### src/rtl/serial_add_ctrl.sv
// serial_add_ctrl: bit-serial add/subtract sequencer driving an external
// 1-bit full adder, LSB first, one bit per clock. Subtraction is A + ~B + 1.
module serial_add_ctrl #(
  parameter int WIDTH = 8
) (
  input  logic             clk,
  input  logic             rst_n,
  input  logic             start,
  input  logic [WIDTH-1:0] op_a,
  input  logic [WIDTH-1:0] op_b,
  input  logic             carry_in,
  input  logic             sub,
  output logic             fa_a,
  output logic             fa_b,
  output logic             fa_cin,
  input  logic             fa_sum,
  input  logic             fa_cout,
  output logic             busy,
  output logic             done,
  output logic [WIDTH-1:0] sum,
  output logic             carry_out,
  output logic             overflow
);

  localparam int CW = (WIDTH > 1) ? $clog2(WIDTH) : 1;
  localparam logic [CW-1:0] LAST = CW'(WIDTH - 1);

  typedef enum logic [1:0] {
    IDLE = 2'd0,
    RUN  = 2'd1,
    DONE = 2'd2
  } state_t;

  state_t           r_state;
  state_t           w_next;
  logic [CW-1:0]    r_cnt;
  logic [WIDTH-1:0] r_a;
  logic [WIDTH-1:0] r_b;
  logic             r_sub;
  logic             r_carry;
  logic [WIDTH-1:0] r_sum;
  logic             r_cout;
  logic             r_ovf;
  logic             w_accept;
  logic             w_last;

  assign w_accept = (r_state == IDLE) && start;
  assign w_last   = (r_state == RUN) && (r_cnt == LAST);

  // State register.
  always_ff @(posedge clk or negedge rst_n) begin
    if (!rst_n) r_state <= IDLE;
    else        r_state <= w_next;
  end

  // Next-state decode and full-adder / status outputs.
  always_comb begin
    w_next = r_state;
    fa_a   = 1'b0;
    fa_b   = 1'b0;
    fa_cin = 1'b0;
    busy   = 1'b0;
    done   = 1'b0;
    case (r_state)
      IDLE: begin
        if (start) w_next = RUN;
      end
      RUN: begin
        busy   = 1'b1;
        fa_a   = r_a[0];
        fa_b   = r_b[0] ^ r_sub;
        fa_cin = r_carry;
        if (r_cnt == LAST) w_next = DONE;
      end
      DONE: begin
        done   = 1'b1;
        w_next = IDLE;
      end
      default: w_next = IDLE;
    endcase
  end

  // Datapath: operand latch, serial shift, carry chain, result capture.
  // Operands shift right so bit i is always at position 0 in RUN cycle i;
  // result bits enter at the MSB and reach their own position after WIDTH shifts.
  always_ff @(posedge clk or negedge rst_n) begin
    if (!rst_n) begin
      r_cnt   <= '0;
      r_a     <= '0;
      r_b     <= '0;
      r_sub   <= 1'b0;
      r_carry <= 1'b0;
      r_sum   <= '0;
      r_cout  <= 1'b0;
      r_ovf   <= 1'b0;
    end else if (w_accept) begin
      r_cnt   <= '0;
      r_a     <= op_a;
      r_b     <= op_b;
      r_sub   <= sub;
      r_carry <= sub ? 1'b1 : carry_in;
      r_sum   <= '0;
      r_cout  <= 1'b0;
      r_ovf   <= 1'b0;
    end else if (r_state == RUN) begin
      r_a     <= r_a >> 1;
      r_b     <= r_b >> 1;
      r_sum   <= {fa_sum, r_sum[WIDTH-1:1]};
      r_carry <= fa_cout;
      if (w_last) begin
        r_cnt  <= '0;
        r_cout <= fa_cout;
        r_ovf  <= r_carry ^ fa_cout;
      end else begin
        r_cnt  <= r_cnt + CW'(1);
      end
    end
  end

  assign sum       = r_sum;
  assign carry_out = r_cout;
  assign overflow  = r_ovf;

endmodule

### config.mk
export PLATFORM = sky130hd
export DESIGN_NAME = serial_add_ctrl
export DESIGN_NICKNAME = d
export VERILOG_FILES = /design/src/rtl/serial_add_ctrl.sv
export SDC_FILE = /design/constraint.sdc
export NUM_CORES = 1
export LEC_CHECK = 0
export BUFFER_PORTS_ARGS = -buffer_cell sky130_fd_sc_hd__buf_2
export CELL_PAD_IN_SITES_DETAIL_PLACEMENT = 0
export CELL_PAD_IN_SITES_GLOBAL_PLACEMENT = 1
export CORE_ASPECT_RATIO = 0.75
export CORE_MARGIN = 2
export CORE_UTILIZATION = 43
export CTS_CLUSTER_DIAMETER = 40
export DETAILED_ROUTE_END_ITERATION = 10
export PLACE_DENSITY = 0.87
export SYNTH_ARGS = -nofsm -noshare
export SYNTH_HDL_FRONTEND = slang
export SYNTH_SLANG_ARGS = --single-unit
### constraint.sdc
create_clock -name clk -period 2.15 [get_ports clk]
set_input_delay 0.215 -clock clk [delete_from_list [all_inputs] [get_ports clk]]
set_output_delay 0.215 -clock clk [all_outputs]
set_load 0.005 [all_outputs]
==> metrics.yaml <==
power:
  pwr-share-comb: 0.370
  netSwitchingFraction: 0.344
  power.share.clock: 0.223
  ir_drop_mv: 0.727
  p_sw_mw: 0.916
  p_int_mw: 1.74
  p_leak_nw: 0.869
  finalPower_mw: 2.66
  powerDensity_mw_per_mm2: 1460
  pwr-share-seq: 0.407
placed_design:
  dpl.hpwl_um: 2120
  dp.cells: 202
  routabilityCongestion: 0.856
  io_buffer_count: 37
die:
  io_pins: 38
  coreArea_mm2: 0.00331
  die_area_mm2: 0.00395
  die_w_um: 71.9
  initial_core_util: 0.450
  die_y_um: 55.0
  rows: 18
sta:
  fin_tns_setup_ns: 0
  slew-limit-headroom: 0.524
  rsz0062_at_grt: "false"
  timing.final.crit_period_ns: 1.73
  drv_slew: 0
  fmax_ghz: 0.576
  period_share: 0.807
  hold_viol_final: 33
  finalSetupViolations: 0
  tightestPinTransition_ns: 0.714
  skew_ns: 0.00624
  hold-worst-slack_ns: -0.0137
status:
  violations: "negative hold slack"
  status: "finished with violations"
finish:
  mostFrequentLayoutCell: "buf_2"
  nets: 194
  stdcell_count: 210
  seqCellArea_um2: 826
  multiInputGateArea_um2: 603
  final_layout_size_suffix_gt1_frac: 0.318
  final_cell_mix: "buf_2, dfrtp_1, a22oi_1"
  nFillCells: 306
  area_growth_pct: 22.4
  n_antenna_cell: 0
routing:
  wl_met3_um: 187
  wl_met2_um: 1550
  vias: 1208
  first_pass_iters: 4
  drt_wl_total_um: 3170
  wl_per_cell_um: 15.1
  met1_length_um: 1400
  post-route-drc-count: 0
  viasPerCell: 5.75
  ant_nets: 0
  drt-initial-drc-count: 105
  maxUsedRoutingLayer: "met4"
logic_synthesis:
  synth_compound_area_frac: 0.303
  avgSynthCellArea_um2: 11.4
  yosys_register_bits: 33
  synthXorXnorAreaFrac: 0.0118
  yosys.area_share.simple: 0.0588
  synth_top_family_by_area: "compound AO/OA/AOI/OAI gates"
  synth_cells: 131
  ys_warn_count: 0
  syn-cell-area_mm2: 0.00149
  synth.distinct_cells: 27
  synthMuxAreaShare: 0.0151
  synth_fa_ha_area_frac: 0.0168
  syn-num-nets: 156
  seq_area_frac_synth: 0.555
critical_path:
  cp_data_arrival_time_ns: 1.52
  end_kind: "output port"
  crit_type: "reg -> out"
  r2r-start: "r_state[1]"
  cp_max_fo: 28
  cp-start-kind: "register"
  reg2reg_to: "r_cnt[0]"
  rr_worst_depth: 4
  crit_required_ns: 1.93
  rrSetupSlack_ns: 0.73
grt:
  grt_max_degree: 34
  overflow: 0
  grt_first_pass_wirelength_um: 5010
  grt_usage: 0.176
  grt_pass1_vias: 1047
  antenna_found_initial: 0
clocking:
  cts.repair.resized: 0
  clk_pin_slew_worst_paths_ns: 0.07
  cts_setup_buffers: 0
  cts_tree: "yes"
  htree_levels: 2
  insertion_delay_ns: 0.28
  clkSinkCount: 33
  cts-root-buf: "clkbuf_8"
  cts_buffer_depth: 2
  postCtsHoldBufs: 0
  cts_buffers: 5
hold_path:
  min_path_type: "in -> async"
flow_run:
  maxCapViolCount: 0
-- registers in the layout, indices dropped and copies added (netlist names) --
signal	count
carry_out	1
overflow	1
r_a	8
r_b	8
r_carry	1
r_cnt	3
r_state	2
r_sub	1
sum	8
-- metal layers --
metal | vias to the layer above | track usage
li1 | 577 | -
met1 | 594 | 0.240
met2 | 33 | 0.261
met3 | 4 | 0.0507
met4 | 0 | 0.0849
met5 | - | 0
-- worst max-delay path: stages (launching register included) --
cell	delay, ns
dfrtp_1	0.39
nand2b_2	0.20
inv_2	0.36
and2_1	0.19
buf_2	0.10
-- cell families (layout without fill, tap and decap cells) --
group	after synthesis	count (layout)
mux	2	2
fa+ha+maj	2	2
flops	33	33
simple gates	15	15
buf+inv	13	52
compound gates	64	64
xor+xnor	2	2
-- power by group through the flow --
stage                     Combinational, mW  Sequential [mW]  Clock [mW]
after floorplan                       0.695             1.06           0
after global placement                0.969             1.07           0
after detailed placement               1.00             1.09           0
after CTS                              1.00             1.08       0.608
after global routing                   1.11             1.12       0.640
final                                 0.984             1.08       0.593
-- synthesized netlist by cell type, drive strengths merged --
| library cell | count | area share |
|---|---|---|
| a21oi | 1 | 0.0034 |
| a221o | 1 | 0.0067 |
| a22o | 11 | 0.065 |
| a22oi | 31 | 0.16 |
| a2bb2oi | 1 | 0.0059 |
| and2 | 3 | 0.014 |
| and3b | 1 | 0.0059 |
| buf | 7 | 0.025 |
| clkbuf | 3 | 0.0076 |
| dfrtp | 33 | 0.55 |
| ha | 2 | 0.017 |
| inv | 3 | 0.0076 |
| mux2 | 2 | 0.015 |
| nand2 | 2 | 0.0050 |
| nand2b | 2 | 0.010 |
| nand3b | 1 | 0.0050 |
| nor2 | 4 | 0.010 |
| nor2b | 2 | 0.0084 |
| o21ai | 18 | 0.060 |
| o21bai | 1 | 0.0050 |
| xnor2 | 1 | 0.0059 |
| xor2 | 1 | 0.0059 |
-- worst max path at each step --
stage	from	end	cells past startpoint
floorplan	r_cnt[0]	overflow	4
detailed placement	r_state[1]	fa_cin	4
finish	r_state[1]	fa_cin	4
global route	r_state[1]	fa_cin	4
CTS	r_state[1]	fa_cin	4
global placement	r_state[1]	fa_cin	4
-- through the flow --
step	setup slack [ns]	area, um^2	util
floorplan	0.809	1490	-
global placement	0.742	1710	0.515
detailed placement	0.704	1710	0.515
CTS	0.395	1820	0.550
global route	0.298	1820	0.550
finish	0.415	1820	0.550
-- area by class of cell --
class,count,area share
inverter,3,0.00618
multi-input combinational,85,0.331
sequential,33,0.453
clock inverter,1,0.0165
timing repair buffer,41,0.118
tap,40,0.0275
clock buffer,7,0.0474
(Power assumes the default switching activity.)
